[src/rtl/ray_dispatch_pkg.sv]
// Shared types and helpers for the ray dispatcher.
//   dispatch_state_t  : frame-level scheduler states
//   unit_index_width  : bits needed to index N ray units (never less than 1)
package ray_dispatch_pkg;

  typedef enum logic [1:0] {
    IDLE  = 2'd0,
    FLUSH = 2'd1,
    RUN   = 2'd2,
    DRAIN = 2'd3
  } dispatch_state_t;

  // $clog2(1) is 0, which would give a zero-width index bus.
  function automatic int unit_index_width(input int n);
    return (n > 1) ? $clog2(n) : 1;
  endfunction

endpackage

[src/rtl/ray_dispatcher_arbiter.sv]
// Round-robin arbiter, purely combinational.
//   req_i         : request vector, one bit per unit
//   ptr_i         : highest-priority index this cycle
//   grant_o       : one-hot grant (all zero when nothing requests)
//   grant_idx_o   : index of the granted unit
//   grant_valid_o : some request was granted
module rr_arbiter
  import ray_dispatch_pkg::*;
#(
  parameter int N  = 4,
  parameter int IW = unit_index_width(N)
) (
  input  logic [N-1:0]  req_i,
  input  logic [IW-1:0] ptr_i,
  output logic [N-1:0]  grant_o,
  output logic [IW-1:0] grant_idx_o,
  output logic          grant_valid_o
);

  int   cand_s;
  logic found_s;

  // Walk the units starting at the pointer, wrapping, and keep the first requester.
  always_comb begin
    grant_o     = '0;
    grant_idx_o = '0;
    found_s     = 1'b0;
    cand_s      = 0;
    for (int i = 0; i < N; i++) begin
      cand_s = (int'(ptr_i) + i) % N;
      if (!found_s && req_i[cand_s[IW-1:0]]) begin
        grant_o[cand_s[IW-1:0]] = 1'b1;
        grant_idx_o             = cand_s[IW-1:0];
        found_s                 = 1'b1;
      end else begin
        found_s = found_s;
      end
    end
    grant_valid_o = found_s;
  end

endmodule

[src/rtl/ray_dispatcher.sv]
// Frame-level scheduler feeding a bank of ray units.
// Rays arrive on a valid/ready stream into a one-entry buffer and are issued
// to ready units in round-robin order; all units are flushed at frame start
// and the frame completes once every ray is issued and every unit is idle.
//   clock, reset               : clock, asynchronous active-low reset
//   frameStart, frameRays      : begin a frame of frameRays rays (IDLE only)
//   frameBusy, frameDone       : frame in progress / one-cycle completion pulse
//   flush                      : one-cycle flush pulse to all units
//   rayValid, rayReady         : input ray handshake
//   inRayQ, inRayV, inPixelAddress : input ray position, direction, pixel
//   unitStart                  : one-hot start (combinational with the grant)
//   unitReady, unitBusy        : per-unit status
//   rayQ, rayV, pixelAddress   : shared ray bus (buffer contents)
//   dispatchCount              : rays issued in the current frame
module ray_dispatcher
  import ray_dispatch_pkg::*;
#(
  parameter int N_UNITS        = 4,
  parameter int POSITION_WIDTH = 16,
  parameter int ADDRESS_WIDTH  = 32,
  parameter int COUNT_WIDTH    = 20
) (
  input  logic                        clock,
  input  logic                        reset,
  input  logic                        frameStart,
  input  logic [COUNT_WIDTH-1:0]      frameRays,
  output logic                        frameBusy,
  output logic                        frameDone,
  output logic                        flush,
  input  logic                        rayValid,
  output logic                        rayReady,
  input  logic [3*POSITION_WIDTH-1:0] inRayQ,
  input  logic [3*POSITION_WIDTH-1:0] inRayV,
  input  logic [ADDRESS_WIDTH-1:0]    inPixelAddress,
  output logic [N_UNITS-1:0]          unitStart,
  input  logic [N_UNITS-1:0]          unitReady,
  input  logic [N_UNITS-1:0]          unitBusy,
  output logic [3*POSITION_WIDTH-1:0] rayQ,
  output logic [3*POSITION_WIDTH-1:0] rayV,
  output logic [ADDRESS_WIDTH-1:0]    pixelAddress,
  output logic [COUNT_WIDTH-1:0]      dispatchCount
);

  localparam int IW = unit_index_width(N_UNITS);
  localparam int RW = 3 * POSITION_WIDTH;

  dispatch_state_t          state_q;
  logic                     flush_q, frame_done_q, frame_busy_q;
  logic [COUNT_WIDTH-1:0]   frame_rays_q;
  logic [COUNT_WIDTH-1:0]   accept_cnt_q, accept_cnt_d;
  logic [COUNT_WIDTH-1:0]   dispatch_cnt_q, dispatch_cnt_d;
  logic                     buf_full_q, buf_full_d;
  logic [RW-1:0]            buf_pos_q, buf_dir_q;
  logic [ADDRESS_WIDTH-1:0] buf_addr_q;
  logic [IW-1:0]            rr_ptr_q, rr_ptr_d;
  logic [N_UNITS-1:0]       grant_s;
  logic [IW-1:0]            grant_idx_s;
  logic                     grant_valid_s;
  logic                     run_s, issue_s, accept_s, frame_start_s;

  rr_arbiter #(.N(N_UNITS), .IW(IW)) u_arb (
    .req_i        (unitReady),
    .ptr_i        (rr_ptr_q),
    .grant_o      (grant_s),
    .grant_idx_o  (grant_idx_s),
    .grant_valid_o(grant_valid_s)
  );

  // Handshake, issue decision and next-state of counters, buffer flag and pointer.
  always_comb begin
    run_s         = (state_q == RUN);
    issue_s       = run_s && buf_full_q && grant_valid_s;
    // An issue frees the buffer in the same cycle, so a new ray can load behind it.
    rayReady      = run_s && (accept_cnt_q < frame_rays_q) && (!buf_full_q || issue_s);
    accept_s      = rayValid && rayReady;
    frame_start_s = (state_q == IDLE) && frameStart;

    if (issue_s) begin
      unitStart = grant_s;
    end else begin
      unitStart = '0;
    end

    accept_cnt_d   = accept_cnt_q;
    dispatch_cnt_d = dispatch_cnt_q;
    rr_ptr_d       = rr_ptr_q;
    if (frame_start_s) begin
      accept_cnt_d   = '0;
      dispatch_cnt_d = '0;
    end else begin
      if (accept_s) begin
        accept_cnt_d = accept_cnt_q + COUNT_WIDTH'(1);
      end else begin
        accept_cnt_d = accept_cnt_q;
      end
      if (issue_s) begin
        dispatch_cnt_d = dispatch_cnt_q + COUNT_WIDTH'(1);
        if (grant_idx_s == IW'(N_UNITS - 1)) begin
          rr_ptr_d = '0;
        end else begin
          rr_ptr_d = grant_idx_s + IW'(1);
        end
      end else begin
        dispatch_cnt_d = dispatch_cnt_q;
      end
    end

    if (accept_s) begin
      buf_full_d = 1'b1;
    end else if (issue_s) begin
      buf_full_d = 1'b0;
    end else begin
      buf_full_d = buf_full_q;
    end
  end

  // Datapath registers: counters, round-robin pointer and the one-entry ray buffer.
  always_ff @(posedge clock or negedge reset) begin
    if (!reset) begin
      accept_cnt_q   <= '0;
      dispatch_cnt_q <= '0;
      rr_ptr_q       <= '0;
      buf_full_q     <= 1'b0;
      buf_pos_q      <= '0;
      buf_dir_q      <= '0;
      buf_addr_q     <= '0;
    end else begin
      accept_cnt_q   <= accept_cnt_d;
      dispatch_cnt_q <= dispatch_cnt_d;
      rr_ptr_q       <= rr_ptr_d;
      buf_full_q     <= buf_full_d;
      if (accept_s) begin
        buf_pos_q  <= inRayQ;
        buf_dir_q  <= inRayV;
        buf_addr_q <= inPixelAddress;
      end else begin
        buf_pos_q  <= buf_pos_q;
        buf_dir_q  <= buf_dir_q;
        buf_addr_q <= buf_addr_q;
      end
    end
  end

  // Frame FSM with registered flush / done / busy outputs.
  always_ff @(posedge clock or negedge reset) begin
    if (!reset) begin
      state_q      <= IDLE;
      flush_q      <= 1'b0;
      frame_done_q <= 1'b0;
      frame_busy_q <= 1'b0;
      frame_rays_q <= '0;
    end else begin
      flush_q      <= 1'b0;
      frame_done_q <= 1'b0;
      case (state_q)
        IDLE: begin
          if (frameStart) begin
            frame_rays_q <= frameRays;
            if (frameRays == '0) begin
              frame_done_q <= 1'b1;
            end else begin
              state_q      <= FLUSH;
              flush_q      <= 1'b1;
              frame_busy_q <= 1'b1;
            end
          end
        end
        FLUSH: state_q <= RUN;
        RUN: begin
          // Leaving one cycle after the final start lets that unit's busy show up in DRAIN.
          if (issue_s && (dispatch_cnt_d == frame_rays_q)) begin
            state_q <= DRAIN;
          end
        end
        DRAIN: begin
          if (unitBusy == '0) begin
            frame_done_q <= 1'b1;
            frame_busy_q <= 1'b0;
            state_q      <= IDLE;
          end
        end
        default: begin
          state_q      <= IDLE;
          frame_busy_q <= 1'b0;
        end
      endcase
    end
  end

  assign frameBusy     = frame_busy_q;
  assign frameDone     = frame_done_q;
  assign flush         = flush_q;
  assign rayQ          = buf_pos_q;
  assign rayV          = buf_dir_q;
  assign pixelAddress  = buf_addr_q;
  assign dispatchCount = dispatch_cnt_q;

endmodule
[config.mk]
export PLATFORM = sky130hd
export DESIGN_NAME = ray_dispatcher
export DESIGN_NICKNAME = d
export VERILOG_FILES = /design/src/rtl/ray_dispatch_pkg.sv /design/src/rtl/ray_dispatcher_arbiter.sv /design/src/rtl/ray_dispatcher.sv
export SDC_FILE = /design/constraint.sdc
export NUM_CORES = 1
export LEC_CHECK = 0
export ABC_AREA = 1
export CORE_MARGIN = 8
export CORE_UTILIZATION = 45
export CTS_BUF_LIST = sky130_fd_sc_hd__clkbuf_4
export DETAILED_ROUTE_END_ITERATION = 6
export PLACE_DENSITY = 0.75
export SYNTH_ARGS = -nofsm -noshare
export SYNTH_HDL_FRONTEND = slang
export SYNTH_HIERARCHICAL = 1
export SYNTH_SLANG_ARGS = --single-unit
[constraint.sdc]
create_clock -name clock -period 6.5 [get_ports clock]
set_clock_uncertainty 0.1 [all_clocks]
set_input_delay 1.3 -clock clock [delete_from_list [all_inputs] [get_ports clock]]
set_output_delay 1.3 -clock clock [all_outputs]
set_load 0.02 [all_outputs]
==> out/results.ini, run 1 <==
[critical_path]
reg2reg_slack_ps=2140
critPathMaxFanout=13
startpoint=unitReady[3]
end_kind=output port
crit_type=in -> out
reg2reg_from=rr_ptr_q[0]
cp.arrival_ps=3570
setup.worst_path.start_class=input pin
critPathRequiredTime_ps=5100

[die]
num_rows=55
start_util=0.454
core_sq_um=22400
ios=316
fp.dieH_microns=166
fp.dieArea_sq_um=27600
die_w_microns=166

[placement]
gp_congestion=0.903
placed_cell_area_sq_um=13500
hpwl_mm=23.2
io_buffer_count=315

[drt]
routed_wl_mm=31.3
wl_per_cell_microns=16.6
dr.pass1.iters=5
first_iter_violations=670
drc_errors=0
viasPerCell=5.08
vias=9577
ant_nets=0

[global_routing]
grt_pass1_vias=9515
overflow=0
grt_pass1_wl_mm=50.3
track_usage=0.223
antenna_found_initial=4
grt_max_degree=117

[finish]
finalInstanceArea_sq_um=13800
final_nets=1777
final_layout_size_suffix_gt1_frac=0.0456
layout_common_cells=nand2_1, clkdlybuf4s50_1, nand3_1, dfrtp_1, inv_1
syn_to_final_growth_pct=35.7
nFillCells=2001
layout.cells.most_common=nand2_1
fin_util=0.616

[sta]
maxSlewHeadroom=0.272
tightest_slew_ps=1090
slew_violations=0
max_freq_ghz=0.201
finalSetupViolCount=0
grt_setup_unrepaired=false
fin_crit_ps=4970
fin_setup_tns_ps=0
hold_viol_final=0
fin_crit_sh=0.764

[synth]
synth_xor_area_frac=0.0164
synth_edf_count=0
synthSimpleGateAreaFrac=0.354
syn_avg_cell_area_sq_um=7.76
synthFlopType=dfrtp_1
synth_area_sq_um=10200
synth-compound-area-share=0.0307
synth-seq-cells=196
synthMuxAreaShare=0
yosys.area.top_type=dfrtp_1
synth_top_family_by_area=simple AND/OR/NAND/NOR gates
syn_inst=1308
ys_top_cells_by_area=dfrtp_1, nand2_1, nand3_1, inv_1, nand4_1
async_flop_share=1.00
syn-num-nets=1498
synth_warnings=6
yosys.area_share.adder=0.0370
synth.top_cell.area_share=0.483
ys_seq_area_frac=0.483
ys_types=34

[clock_network]
cts-htree-levels=4
clkTransAtPathRegs_ps=160
clk_path_buf_depth=2
numCtsBuffers=17
cts_setup_buffers=0
cts_root_buf=clkbuf_4
cts_tree=yes
cts.repair.resized=0
cts_hold_buf=0
cts_sinks=196
clk_latency_ps=590

[pwr]
vdd_drop_max_mv=0.251
power.total_mw=5.44
p_per_area_nw_per_um2=395
leakagePower_nw=6.97

[min_path]
worstHoldStart=rayQ[5]
worst_hold_path_type=reg -> reg

[flow_run]
cap_violations=0

[outcome]
status=completed

==> cells by family after synthesis <==
family / Yosys count
XOR/XNOR: 19
buffers and inverters: 199
AO/OA/AOI/OAI: 56
AND/OR/NAND/NOR: 808
adder cells (fa/ha/maj): 30
flip-flops: 196
==> cells in the mapped netlist, types with 2 or more instances <==
| master | n |
|---|---|
| nand2_1 | 449 |
| nand3_1 | 209 |
| dfrtp_1 | 196 |
| inv_1 | 134 |
| nand4_1 | 61 |
| nor2_1 | 46 |
| clkbuf_1 | 32 |
| ha_1 | 30 |
| buf_2 | 27 |
| o21ai_0 | 25 |
| a21oi_1 | 18 |
| xor2_1 | 17 |
| nand2_2 | 11 |
| nor3_1 | 8 |
| nor2_2 | 6 |
| nor4_1 | 6 |
| a21boi_0 | 4 |
| nand3_2 | 4 |
| buf_6 | 3 |
| inv_2 | 2 |
| nand2_4 | 2 |
| nand3b_1 | 2 |
| nor2_4 | 2 |
| o211ai_1 | 2 |
| o21bai_1 | 2 |
| xnor2_1 | 2 |
==> cell type report <==
class                   count  area, sq um  share of cell area
diodes                      2         5.00            0.000363
clock buffers              17          128             0.00926
clock inverters            15          199              0.0144
inverters                 136          510              0.0370
multi-input cells         913         4460               0.324
flip-flops and latches    196         4900               0.356
well taps                 285          357              0.0259
repair buffers            323         3210               0.233
==> sequential cells by signal, indices dropped and copies added (netlist names) <==
name / cells
frame_rays_q: 20
state_q: 2
dispatchCount: 20
accept_cnt_q: 20
rayV: 48
frameDone: 1
rayQ: 48
flush: 1
frameBusy: 1
rr_ptr_q: 2
buf_full_q: 1
pixelAddress: 32
==> metrics by stage <==
stage          cells  setup slack (ps)  hold slack, ps
5_1_grt         1887              1360             406
6_report        1887              1530             393
3_5_place_dp    1853              1400             357
3_3_place_gp    1853              1430             353
4_1_cts         1885              1500             398
2_1_floorplan   1308              2330             368
==> metal layers <==
metal  global-route usage  share of wire
met5                    0        0.00086
met4               0.0572          0.016
met3               0.0839          0.086
met2                0.385           0.50
met1                0.258           0.40
==> worst max-delay path, cell delays in order <==
cell and delay (ps):
clkdlybuf4s50_1 490, inv_1 50, nand2_1 110, nand3_4 130, nand2_4 110, nor2_4 70
nand4_1 110, nand3_2 290, a21oi_4 250, clkdlybuf4s50_1 650
==> power breakdown <==
part | switching (mW) | internal, mW | total [mW] | leakage (nW)
registers | 0.293 | 1.66 | 1.95 | 2.52
logic | 1.66 | 1.13 | 2.79 | 4.28
clock network | 0.513 | 0.191 | 0.705 | 0.168
==> final timing paths <==
check                                   to  cells past startpoint
max                               rayReady                     10
min                                rayQ[5]                      2
max reg2reg                       rayQ[38]                     14
min reg2reg                        rayQ[5]                      2
max in group asynchronous          rayQ[8]                      2
min in group asynchronous  frame_rays_q[1]                      1
Power figures use the tool's default switching activity.
==> inputs of run 2 (changes only) <==
clock period = 5.1 ns   (was 6.5 ns; I/O delays follow)
==> run 2 against run 1 <==
  * Critical path depth did not move
  * Worst hold slack lost 2.2 ps
  * Combinational power rose by 29%
  * Sequential power increased by 28%
  * Power up 27%
  * Final cell count about the same
  * First-iteration DRC count grew 1.5%
  * Clock-buffer cell count unchanged
  * Worst setup slack worse by 1000 ps
  * Clock power is 20% higher
  * Non-clock buffer count is 2 higher
  * Sequential share of layout area hardly changed
  * Critical path type is now reg -> out
==> out/results.ini, run 2 (synthesis results as in run 1) <==
[placement]
hpwl_mm=23.2
gp_congestion=0.903
io_buffer_count=315
placed_cell_area_sq_um=13500

[drt]
ant_nets=0
viasPerCell=5.15
wl_per_cell_microns=16.8
first_iter_violations=680
dr.pass1.iters=5
vias=9721
drc_errors=0
routed_wl_mm=31.6

[sta]
fin_crit_sh=0.898
fin_setup_tns_ps=0
hold_viol_final=0
tightest_slew_ps=968
slew_violations=0
maxSlewHeadroom=0.355
fin_crit_ps=4580
whs_ps=391
finalSetupViolCount=0
grt_setup_unrepaired=false
max_freq_ghz=0.218

[finish]
nFillCells=1954
layout.cells.most_common=nand2_1
syn_to_final_growth_pct=35.8
layout_common_cells=nand2_1, clkdlybuf4s50_1, nand3_1, dfrtp_1, inv_1
final_layout_size_suffix_gt1_frac=0.0468
multiInputGateArea_sq_um=4460
finalInstanceArea_sq_um=13800
fin_util=0.616
ff_latch_area_sq_um=4900
final_nets=1779

[clock_network]
cts-htree-levels=4
numCtsBuffers=17
cts_root_buf=clkbuf_4
clk_latency_ps=600
cts_setup_buffers=0
cts_tree=yes
cts_sinks=196
clkTransAtPathRegs_ps=170
clk_path_buf_depth=2
cts_hold_buf=0
cts.repair.resized=0

[die]
ios=316
fp.dieArea_sq_um=27600
num_rows=55
die_w_microns=166
start_util=0.454
core_sq_um=22400
fp.dieH_microns=166

[critical_path]
critPathMaxFanout=13
setup.worst_path.start_class=register
reg2reg_slack_ps=1200
cp.arrival_ps=3460
end_kind=output port
reg2reg_from=rr_ptr_q[0]
crit_chain=inv_2, ha_1, inv_1, nand2_1, nand2_2, nor2_4, nand4_1, nand3_2, a21oi_4, clkdlybuf4s50_1
cp_slowest_stage_delay_ps=650
reg2reg_depth=14
timing.rr.end=accept_cnt_q[1]
crit_type=reg -> out
critPathRequiredTime_ps=3980
slowest_stage=clkdlybuf4s50_1

[outcome]
status=completed

[global_routing]
grt_max_degree=150
overflow=0
track_usage=0.227
grt_pass1_wl_mm=51.2
grt_pass1_vias=9509
antenna_found_initial=4

[flow_run]
cap_violations=0

[min_path]
holdPathEnd=rayV[10]
worstHoldStart=rayV[10]
worst_hold_path_type=reg -> reg
min_path_cells=2

[pwr]
leakagePower_nw=6.97
vdd_drop_max_mv=0.322
p_per_area_nw_per_um2=502

-- run 2: cell types whose count changed in the layout (fill, tap and decap cells not counted), sizes merged --
cell / before / now
buf: 9 / 11
clkinv: 8 / 7
clkinvlp: 0 / 1
inv: 143 / 142
-- run 2: how the worst max path moves through the flow --
stage | from | depth (start not counted) | to
finish | rr_ptr_q[0] | 10 | rayReady
global route | rr_ptr_q[0] | 10 | rayReady
global placement | unitReady[3] | 10 | rayReady
floorplan | unitReady[3] | 11 | rayReady
CTS | rr_ptr_q[0] | 10 | rayReady
detailed placement | unitReady[3] | 14 | accept_cnt_q[1]
-- run 2: per-layer routing --
layer	track usage	part of all wire
met5	0	0.00098
met4	0.0689	0.020
met3	0.0839	0.093
met2	0.379	0.49
met1	0.270	0.40
-- run 2: metrics by stage --
step / instances / power [mW] / worst slack, ps
floorplan: 1308 / 4.50 / 1490
global placement: 1855 / 6.06 / 680
detailed placement: 1855 / 6.13 / 629
CTS: 1886 / 7.00 / 453
global route: 1888 / 7.42 / 274
finish: 1888 / 6.92 / 519
-- run 2: where the power goes --
group          internal, mW  leakage, nW  switching [mW]
clock network         0.224        0.151           0.619
registers              2.12         2.52           0.372
logic                  1.45         4.30            2.13
total                  3.79         6.97            3.12
-- run 2: final cells by class --
class / count / area share
tap: 285 / 0.0259
inverter: 136 / 0.0370
sequential: 196 / 0.356
clock buffer: 17 / 0.00926
antenna: 2 / 0.000363
clock inverter: 14 / 0.0119
timing repair buffer: 325 / 0.236
multi-input combinational: 913 / 0.324
-- run 2: critical path, delay by kind of cell, from the launching register on --
kind / cells / cell delay (ps)
flops: 1 / 580
compound gates: 1 / 300
simple gates: 5 / 630
fa+ha+maj: 1 / 400
buf+inv: 3 / 970
